File: src/rtl/fetch_pkg.sv
// Shared definitions for the instruction fetch stage: decoder field positions,
// fetch FSM state encoding and the instruction-buffer entry layout.
package fetch_pkg;

    localparam int unsigned COND_HI  = 31;
    localparam int unsigned COND_LO  = 28;
    localparam int unsigned OP_HI    = 27;
    localparam int unsigned OP_LO    = 26;
    localparam int unsigned FUNCT_HI = 25;
    localparam int unsigned FUNCT_LO = 20;
    localparam int unsigned RD_HI    = 15;
    localparam int unsigned RD_LO    = 12;

    // Buffer entries carry a full 32-bit PC; narrower ADDR_W is zero-extended.
    localparam int unsigned ENTRY_PC_W = 32;

    typedef enum logic [1:0] {
        IDLE  = 2'd0,
        ISSUE = 2'd1,
        WAIT  = 2'd2
    } fetch_state_t;

    typedef struct packed {
        logic [ENTRY_PC_W-1:0] pc;
        logic [31:0]           word;
    } fifo_entry_t;

endpackage

File: src/rtl/fetch_fifo.sv
// Instruction buffer for the fetch stage: synchronous FIFO with occupancy count
// and a flush that overrides any push or pop in the same cycle.
module fetch_fifo
    import fetch_pkg::*;
#(
    parameter int unsigned DEPTH = 2,
    parameter int unsigned PTR_W = $clog2(DEPTH),
    parameter int unsigned CNT_W = PTR_W + 1
) (
    input  logic             clk,
    input  logic             rst_n,
    input  logic             flush,
    input  logic             push,
    input  fifo_entry_t      push_data,
    input  logic             pop,
    output logic [CNT_W-1:0] count,
    output fifo_entry_t      head
);

    fifo_entry_t      mem [DEPTH];
    logic [PTR_W-1:0] rd_ptr;
    logic [PTR_W-1:0] wr_ptr;

    always_ff @(posedge clk) begin
        if (!rst_n || flush) begin
            rd_ptr <= '0;
            wr_ptr <= '0;
            count  <= '0;
        end else begin
            if (push) wr_ptr <= wr_ptr + PTR_W'(1);
            if (pop)  rd_ptr <= rd_ptr + PTR_W'(1);
            case ({push, pop})
                2'b10:   count <= count + CNT_W'(1);
                2'b01:   count <= count - CNT_W'(1);
                default: count <= count;
            endcase
        end
    end

    always_ff @(posedge clk) begin
        if (push && !flush) mem[wr_ptr] <= push_data;
    end

    assign head = mem[rd_ptr];

endmodule

File: src/rtl/fetch_unit.sv
// Instruction fetch stage: PC, single-outstanding imem reads, buffered delivery
// to the decoder with redirect flush. Optional perf counters under FETCH_PERF_EN.
module fetch_unit
    import fetch_pkg::*;
#(
    parameter int unsigned       ADDR_W     = 32,
    parameter logic [ADDR_W-1:0] RESET_PC   = '0,
    parameter int unsigned       FIFO_DEPTH = 2
) (
    input  logic              clk,
    input  logic              rst_n,
    output logic              imem_req,
    output logic [ADDR_W-1:0] imem_addr,
    input  logic              imem_rvalid,
    input  logic [31:0]       imem_rdata,
    input  logic              redirect_valid,
    input  logic [ADDR_W-1:0] redirect_pc,
    output logic              instr_valid,
    input  logic              instr_ready,
    output logic [31:0]       instr,
    output logic [ADDR_W-1:0] instr_pc,
    output logic [ADDR_W-1:0] instr_pc8,
    output logic [3:0]        cond,
    output logic [1:0]        op,
    output logic [5:0]        funct,
    output logic [3:0]        rd
`ifdef FETCH_PERF_EN
    ,
    output logic [31:0]       perf_fetched,
    output logic [31:0]       perf_stall
`endif
);

    localparam int unsigned       CNT_W   = $clog2(FIFO_DEPTH) + 1;
    localparam int unsigned       OCC_W   = CNT_W + 1;
    localparam logic [CNT_W-1:0]  DEPTH_C = CNT_W'(FIFO_DEPTH);
    localparam logic [OCC_W-1:0]  DEPTH_O = OCC_W'(FIFO_DEPTH);

    fetch_state_t      state, state_nx;
    logic [ADDR_W-1:0] fetch_pc;
    logic [ADDR_W-1:0] req_pc;
    logic              drop, drop_nx;
    logic              push;
    logic              fire;
    logic [OCC_W-1:0]  occ;
    logic [CNT_W-1:0]  count;
    fifo_entry_t       push_data;
    fifo_entry_t       head;

    assign instr_valid = (count != '0);
    assign fire        = instr_valid && instr_ready;

    always_comb begin
        state_nx = state;
        imem_req = 1'b0;
        push     = 1'b0;
        drop_nx  = drop;
        occ      = '0;
        case (state)
            IDLE: state_nx = ISSUE;
            ISSUE: begin
                if (!redirect_valid && count < DEPTH_C) begin
                    imem_req = 1'b1;
                    state_nx = WAIT;
                end
            end
            WAIT: begin
                if (imem_rvalid) begin
                    push    = !drop && !redirect_valid;
                    drop_nx = 1'b0;
                    // Re-issue in the response cycle using post-push/pop occupancy.
                    occ = {1'b0, count} + OCC_W'(push) - OCC_W'(fire);
                    if (!redirect_valid && occ < DEPTH_O) imem_req = 1'b1;
                    else                                  state_nx = ISSUE;
                end else if (redirect_valid) begin
                    drop_nx = 1'b1;
                end
            end
            default: state_nx = IDLE;
        endcase
        imem_addr = imem_req ? fetch_pc : '0;
    end

    always_ff @(posedge clk) begin
        if (!rst_n) begin
            state    <= IDLE;
            fetch_pc <= RESET_PC;
            req_pc   <= '0;
            drop     <= 1'b0;
        end else begin
            state <= state_nx;
            drop  <= drop_nx;
            if (redirect_valid) begin
                fetch_pc <= redirect_pc & ~ADDR_W'(3);
            end else if (imem_req) begin
                fetch_pc <= fetch_pc + ADDR_W'(4);
                req_pc   <= fetch_pc;
            end
        end
    end

    assign push_data.pc   = ENTRY_PC_W'(req_pc);
    assign push_data.word = imem_rdata;

    fetch_fifo #(
        .DEPTH (FIFO_DEPTH)
    ) u_fifo (
        .clk       (clk),
        .rst_n     (rst_n),
        .flush     (redirect_valid),
        .push      (push),
        .push_data (push_data),
        .pop       (fire),
        .count     (count),
        .head      (head)
    );

    assign instr     = instr_valid ? head.word : '0;
    assign instr_pc  = instr_valid ? head.pc[ADDR_W-1:0] : '0;
    assign instr_pc8 = instr_valid ? head.pc[ADDR_W-1:0] + ADDR_W'(8) : '0;
    assign cond      = instr[COND_HI:COND_LO];
    assign op        = instr[OP_HI:OP_LO];
    assign funct     = instr[FUNCT_HI:FUNCT_LO];
    assign rd        = instr[RD_HI:RD_LO];

`ifdef FETCH_PERF_EN
    always_ff @(posedge clk) begin
        if (!rst_n) begin
            perf_fetched <= '0;
            perf_stall   <= '0;
        end else begin
            if (fire)                        perf_fetched <= perf_fetched + 32'd1;
            if (instr_valid && !instr_ready) perf_stall   <= perf_stall + 32'd1;
        end
    end
`endif

endmodule
File: config.mk
export PLATFORM = sky130hd
export DESIGN_NAME = fetch_unit
export DESIGN_NICKNAME = d
export VERILOG_FILES = /design/src/rtl/fetch_pkg.sv /design/src/rtl/fetch_fifo.sv /design/src/rtl/fetch_unit.sv
export SDC_FILE = /design/constraint.sdc
export NUM_CORES = 1
export LEC_CHECK = 0
export CAP_MARGIN = 30
export CELL_PAD_IN_SITES_DETAIL_PLACEMENT = 0
export CELL_PAD_IN_SITES_GLOBAL_PLACEMENT = 1
export CORE_MARGIN = 2
export CORE_UTILIZATION = 40
export CTS_CLUSTER_DIAMETER = 80
export DETAILED_ROUTE_END_ITERATION = 12
export DONT_BUFFER_PORTS = 1
export PLACE_DENSITY_LB_ADDON = 0.1
export SKIP_CTS_REPAIR_TIMING = 1
export SLEW_MARGIN = 20
export SYNTH_ARGS = -nofsm -noshare
export SYNTH_HDL_FRONTEND = slang
export SYNTH_SLANG_ARGS = --single-unit
File: constraint.sdc
create_clock -name clk -period 5.5 [get_ports clk]
set_clock_uncertainty 0.1 [all_clocks]
set_input_delay 1.1 -clock clk [delete_from_list [all_inputs] [get_ports clk]]
set_output_delay 1.1 -clock clk [all_outputs]
set_load 0.02 [all_outputs]
==> results.json, run 1 <==
{
  "firstDrtPassIters": 6,
  "die_h_um": 154.3,
  "port-buffer-count": 0,
  "holdWs_ps": 355.3,
  "cp_slowest_cell": "dfxtp_1",
  "yosysSeqAreaShare_pct": 56.26,
  "clock_latency_ps": 420,
  "ys_warn_count": 0,
  "maxCapViolations": 0,
  "synth-compound-area-share_pct": 10.47,
  "ys_top_cells_by_area": "edfxtp_1, dfxtp_1, mux2i_1",
  "layout-drive-gt1-share_pct": 7.846,
  "grt_pass1_wl_mm": 33.89,
  "worstMarginPinSlew_ps": 896.9,
  "numCtsBuffers": 17,
  "synthAdderAreaFrac_pct": 1.329,
  "synth_seq_cells": 192,
  "post-route-min-period_ps": 4938,
  "regToRegEndpoint": "fetch_pc[24]",
  "synth_top_family_by_area": "simple AND/OR/NAND/NOR gates",
  "synth.avg_cell_area_um2": 11.02,
  "irDropWorstVdd_uv": 171.2,
  "ios": 215,
  "diodes": 0,
  "critPathCapture": "imem_addr[2]",
  "synth-edff-count": 124,
  "required_ps": 4300,
  "h-tree-depth": 4,
  "max-clock-path-buffers": 2,
  "cts-root-buf": "clkbuf_16",
  "start_util_pct": 41.03,
  "hp-class": "register to register",
  "finalSetupViolCount": 0,
  "track_usage_pct": 18.17,
  "cellPowerDensity_mw_per_mm2": 297.5,
  "timing_max_transition_violations_final": 0,
  "r2r-start": "u_fifo.count[1]",
  "synth.most_common_cell": "edfxtp_1",
  "path_cells": "nor2_4 > inv_1 > and2_1 > ha_1 > or3_1 > fa_1 > nand4_1 > o22ai_2 > buf_4 > and3_1",
  "drt_wl_total_mm": 21.78,
  "finish.utilization_pct": 44.04,
  "synth_ff_type": "edfxtp_1",
  "max_freq_mhz": 202.5,
  "crit_path_end_kind": "output pin",
  "leakage_nw": 3.205,
  "cp-startpoint": "u_fifo.count[1]",
  "synth_top_area_cell": "edfxtp_1",
  "antenna_found_initial": 0,
  "rsz0062_at_grt": "no",
  "area_growth_pct": 7.338,
  "die_w_um": 154.3,
  "dieArea_mm2": 0.02381,
  "initialDrtViolationCount": 376,
  "tns_ps": 0,
  "gp_congestion": 0.7561,
  "startpoint_type": "register",
  "slowest_delay_ps": 610,
  "routedWlPerCell_um": 20.11,
  "reg2reg_depth": 11,
  "overflow": 0,
  "grt_pass1_vias": 5893,
  "synth_cell_types": 59,
  "synthCells": 820,
  "grt_max_degree": 78,
  "layout.cells.non_filler": 1083,
  "cts_sinks": 192,
  "nFillCells": 2072,
  "clkSlewWorstSetupHoldPaths_ps": 70,
  "cp_max_fo": 32,
  "dp.cells": 1051,
  "rrSetupSlack_ps": 1430,
  "synth.area.mux_share_pct": 6.687,
  "worstSetupPathType": "register to output pin",
  "hold_viol": 0,
  "slew_headroom_pct": 39.99,
  "status": "finished clean",
  "final_cell_area_mm2": 0.009701,
  "coreArea_mm2": 0.02203,
  "place_area_mm2": 0.009161,
  "via_per_inst": 5.624,
  "synthSimpleGateAreaFrac_pct": 17.40,
  "nNetsFinal": 868,
  "vias": 6091,
  "core.rowCount": 54,
  "synth_top_area_share_pct": 41.20,
  "hpwlAfterDp_mm": 15.52,
  "synthTopCellsByCount": "edfxtp_1, nor2_1, dfxtp_1",
  "arrival_ps": 3740,
  "syn_area_mm2": 0.009037,
  "cts_tree": "done",
  "antenna_left": 0,
  "drc": 0,
  "finalCritPeriodShare_pct": 89.78,
  "synthXorXnorAreaFrac_pct": 3.198,
  "async_reset_ff_share_pct": 0
}
==> per-layer routing <==
layer / global-route usage [%] / routed length, µm / share of wire [%] / vias up
li1: - / - / - / 2908
met1: 24.21 / 9915 / 46 / 2938
met2: 28.81 / 9852 / 45 / 223
met3: 5.324 / 1666 / 7.6 / 22
met4: 5.600 / 348 / 1.6 / 0
met5: 0 / 0 / 0 / -
==> worst max-delay path: cells and delay by family (launching register included) <==
| kind | cells | cell delay [ps] |
|---|---|---|
| DFF | 1 | 610 |
| and+or+nand+nor | 5 | 1120 |
| AOI/OAI and AO/OA | 1 | 350 |
| adders and majority gates | 2 | 770 |
| buffers and inverters | 2 | 460 |
==> cell usage in the layout, fill, tap and decap left out, types with 3 or more instances in the layout <==
cell type / synthesis / layout
a21boi_0: 4 / 4
a21oi_1: 22 / 22
a31oi_1: 12 / 12
and2_1: 38 / 37
and3_1: 30 / 30
buf_4: 23 / 14
clkbuf_1: 32 / 3
clkbuf_16: 0 / 17
clkinvlp_4: 0 / 5
conb_1: 1 / 6
dfxtp_1: 68 / 67
edfxtp_1: 124 / 124
ha_1: 8 / 8
inv_1: 9 / 8
inv_8: 0 / 3
mux2i_1: 57 / 57
nand2_1: 43 / 43
nand2b_1: 5 / 5
nand3_1: 20 / 20
nand3b_1: 5 / 5
nand4_1: 24 / 24
nand4b_1: 4 / 4
nor2_1: 89 / 87
nor3_1: 8 / 8
nor4_1: 5 / 5
o21a_1: 31 / 31
o21ai_0: 51 / 51
o31ai_1: 9 / 9
or3_1: 10 / 10
or4_1: 6 / 6
xnor2_1: 19 / 19
xor2_1: 14 / 14
==> per-stage QoR <==
step | total power, mW | worst slack [ps]
6_report | 2.886 | 561.9
3_3_place_gp | 1.774 | 690.3
2_1_floorplan | 1.747 | 717.5
5_1_grt | 3.006 | 335.5
3_5_place_dp | 1.781 | 644.5
4_1_cts | 2.917 | 551.3
==> registers in the layout (all words and copies together) (netlist names), named ones only <==
register and cells:
drop 1, fetch_pc 30, req_pc 30, state 2, u_fifo.count 2, u_fifo.mem 124, u_fifo.rd_ptr 1, u_fifo.wr_ptr 1
==> worst min path at each step <==
stage          cells past startpoint  slack, ps                 to       start
2_1_floorplan                      0        320  u_fifo.mem[0][34]   req_pc[2]
3_3_place_gp                       0        330  u_fifo.mem[0][60]  req_pc[28]
3_5_place_dp                       0        340  u_fifo.mem[0][47]  req_pc[15]
4_1_cts                            0        360  u_fifo.mem[0][47]  req_pc[15]
5_1_grt                            0        380  u_fifo.mem[1][47]  req_pc[15]
6_report                           0        360  u_fifo.mem[0][49]  req_pc[17]
==> power by group <==
part           switching (mW)  internal, mW  leakage [nW]
clock network           0.545         0.590         0.249
logic                   0.105        0.0515          1.20
registers              0.0328          1.56          1.76
==> cell families after synthesis <==
group	Yosys count
and+or+nand+nor	300
DFF	192
adders and majority gates	9
other	1
xor gates and xnor gates	33
muxes	60
buffers and inverters	78
AOI/OAI and AO/OA	147
==> final cells by class <==
| class | instances | area, µm² | share of cell area, % |
|---|---|---|---|
| Sequential cell | 192 | 5089 | 52.46 |
| Multi-Input combinational cell | 555 | 3578 | 36.89 |
| Timing Repair Buffer | 15 | 110.1 | 1.135 |
| Clock inverter | 12 | 102.6 | 1.058 |
| Inverter | 9 | 33.78 | 0.3483 |
| Tap cell | 280 | 350.3 | 3.612 |
| Clock buffer | 20 | 436.7 | 4.501 |
(Power assumes the default switching activity.)
==> inputs of run 2 (changes only) <==
ABC_AREA = 1   (was not set)
==> run 2 against run 1 <==
Global-route usage is 1.6 points higher. Wire length is 17% higher. Setup slack better by 120 ps. Die area is 8.9% higher. Largest cell class unchanged. Combinational power is 130% higher. Clock-buffer cell count is 3 lower. Cell count is 45% higher. Total power is 13% higher. Via count is 25% higher. Sequential power is 3% higher. Non-clock buffer count is 8 higher. Register-to-register slack better by 310 ps. Highest routed layer unchanged.
==> results.json, run 2 <==
{
  "ios": 215,
  "worstSetupPathType": "register to output pin",
  "ys_top_cells_by_area": "edfxtp_1, nand2_1, dfxtp_1",
  "clock_latency_ps": 440,
  "firstDrtPassIters": 5,
  "ys_warn_count": 0,
  "layout-drive-gt1-share_pct": 9.193,
  "h-tree-depth": 4,
  "track_usage_pct": 19.75,
  "syn_area_mm2": 0.009866,
  "grt_max_degree": 83,
  "synthTopCellsByCount": "nand2_1, nor2_1, edfxtp_1",
  "vias": 7633,
  "numCtsBuffers": 17,
  "synthXorXnorAreaFrac_pct": 0.8878,
  "max_freq_mhz": 207.6,
  "worstMarginPinSlew_ps": 930.3,
  "arrival_ps": 3620,
  "hold_viol": 0,
  "largest_reg_flops": 124,
  "status": "finished clean",
  "final_common_cell": "nand2_1",
  "cp_max_fo": 82,
  "antenna_found_initial": 0,
  "coreArea_mm2": 0.02425,
  "antenna_left": 0,
  "synth_top_family_by_area": "simple AND/OR/NAND/NOR gates",
  "rsz0062_at_grt": "no",
  "core.rowCount": 57,
  "maxCapViolations": 0,
  "path_cells": "nor2_4 > inv_1 > buf_4 > nand2_1 > inv_1 > ha_1 > inv_1 > nand2_1 > fa_1 > nand2_1 > nor2_1 > nand3_1 > nand2_1 > nand2_2 > buf_12 > nor2_1",
  "async_reset_ff_share_pct": 0,
  "tns_ps": 0,
  "regMostFlops": "u_fifo.mem",
  "synthCells": 1261,
  "top_regs": "u_fifo.mem: 124 flops, fetch_pc: 30 flops, req_pc: 30 flops",
  "synth_top_area_share_pct": 37.74,
  "cts_tree": "done",
  "max-clock-path-buffers": 2,
  "dieArea_mm2": 0.02594,
  "area_growth_pct": 8.383,
  "cellPowerDensity_mw_per_mm2": 304.1,
  "slew_headroom_pct": 38.17,
  "final_cell_mix": "nand2_1, nor2_1, edfxtp_1",
  "irDropWorstVdd_uv": 169.1,
  "slowest_delay_ps": 520,
  "synth_top_area_cell": "edfxtp_1",
  "nFillCells": 2488,
  "finish.utilization_pct": 44.10,
  "cts-root-buf": "clkbuf_16",
  "overflow": 0,
  "drt_wl_total_mm": 25.42,
  "finalSetupViolCount": 0,
  "startpoint_type": "register",
  "diodes": 0,
  "synth_seq_cells": 192,
  "nNetsFinal": 1316,
  "start_util_pct": 40.69,
  "synth_cell_types": 37,
  "gp_congestion": 0.8208,
  "cp_slowest_cell": "dfxtp_1",
  "leakage_nw": 4.151,
  "post-route-min-period_ps": 4817,
  "hp-class": "register to register",
  "crit_top_cell": "nand2_1",
  "synthAdderAreaFrac_pct": 1.218,
  "die_h_um": 161.1,
  "via_per_inst": 4.846,
  "synth-edff-count": 124,
  "yosysSeqAreaShare_pct": 51.54,
  "port-buffer-count": 0,
  "synth_ff_type": "edfxtp_1",
  "synth-compound-area-share_pct": 6.684,
  "hpwlAfterDp_mm": 18.54,
  "crit_path_end_kind": "output pin",
  "synthSimpleGateAreaFrac_pct": 31.00,
  "timing_max_transition_violations_final": 0,
  "initialDrtViolationCount": 441,
  "holdWs_ps": 353.4,
  "finalCritPeriodShare_pct": 87.57,
  "grt_pass1_wl_mm": 39.90,
  "die_w_um": 161.1,
  "drc": 0,
  "cts_sinks": 192,
  "synth.avg_cell_area_um2": 7.824,
  "synth.area.mux_share_pct": 0,
  "grt_pass1_vias": 7286,
  "required_ps": 4300,
  "routedWlPerCell_um": 16.14,
  "clkSlewWorstSetupHoldPaths_ps": 80,
  "synth.most_common_cell": "nand2_1"
}
## run 2: kinds of logic after synthesis
| kind of cell | Yosys count |
|---|---|
| adders and majority gates | 9 |
| buffers and inverters | 178 |
| other | 1 |
| and+or+nand+nor | 746 |
| AOI/OAI and AO/OA | 125 |
| DFF | 192 |
| xor gates and xnor gates | 10 |
## run 2: layout make-up
cell class	instances	area [µm²]	area share, %
Inverter	108	412.9	3.861
Timing Repair Buffer	23	197.7	1.849
Multi-Input combinational cell	896	3970	37.13
Sequential cell	192	5086	47.57
Clock buffer	17	425.4	3.978
Clock inverter	15	195.2	1.825
Tap cell	324	405.4	3.791
## run 2: power breakdown
group	internal, mW	switching, mW	leakage, nW
sequential	1.59	0.0460	1.67
combinational	0.0971	0.259	2.19
clock	0.628	0.631	0.296
total	2.32	0.936	4.15
## run 2: metal layers
| metal | vias to the layer above | wire length (µm) | GRT usage, % |
|---|---|---|---|
| met4 | 0 | 275 | 5.032 |
| met2 | 186 | 11670 | 32.05 |
| li1 | 3926 | - | - |
| met3 | 16 | 1244 | 3.595 |
| met5 | - | 0 | 0 |
| met1 | 3505 | 12230 | 27.48 |
## run 2: worst paths after layout
| kind | start | to | slack (ps) | cells past startpoint |
|---|---|---|---|---|
| setup / recovery | u_fifo.count[1] | imem_addr[17] | 680 | 16 |
| hold / removal | req_pc[24] | u_fifo.mem[1][56] | 350 | 0 |
| setup reg to reg | u_fifo.count[1] | fetch_pc[5] | 1740 | 19 |
| hold reg to reg | req_pc[24] | u_fifo.mem[1][56] | 350 | 0 |
## run 2: stage by stage
step                      std cells  total power [mW]  setup slack, ps  instance area [µm²]
after global routing           1575             3.397            302.9                10690
after global placement         1541             2.022            956.8                10040
after detailed placement       1543             2.027            947.2                10070
after CTS                      1575             3.285            662.0                10690
after floorplan                1266             1.942            785.2                 9884
final                          1575             3.252            683.4                10690
## run 2: critical path, delay by kind of cell (launching register included)
family / cells / cell delay, ps
simple gates: 9 / 1200
fa+ha+maj: 2 / 730
buf+inv: 5 / 660
flops: 1 / 520
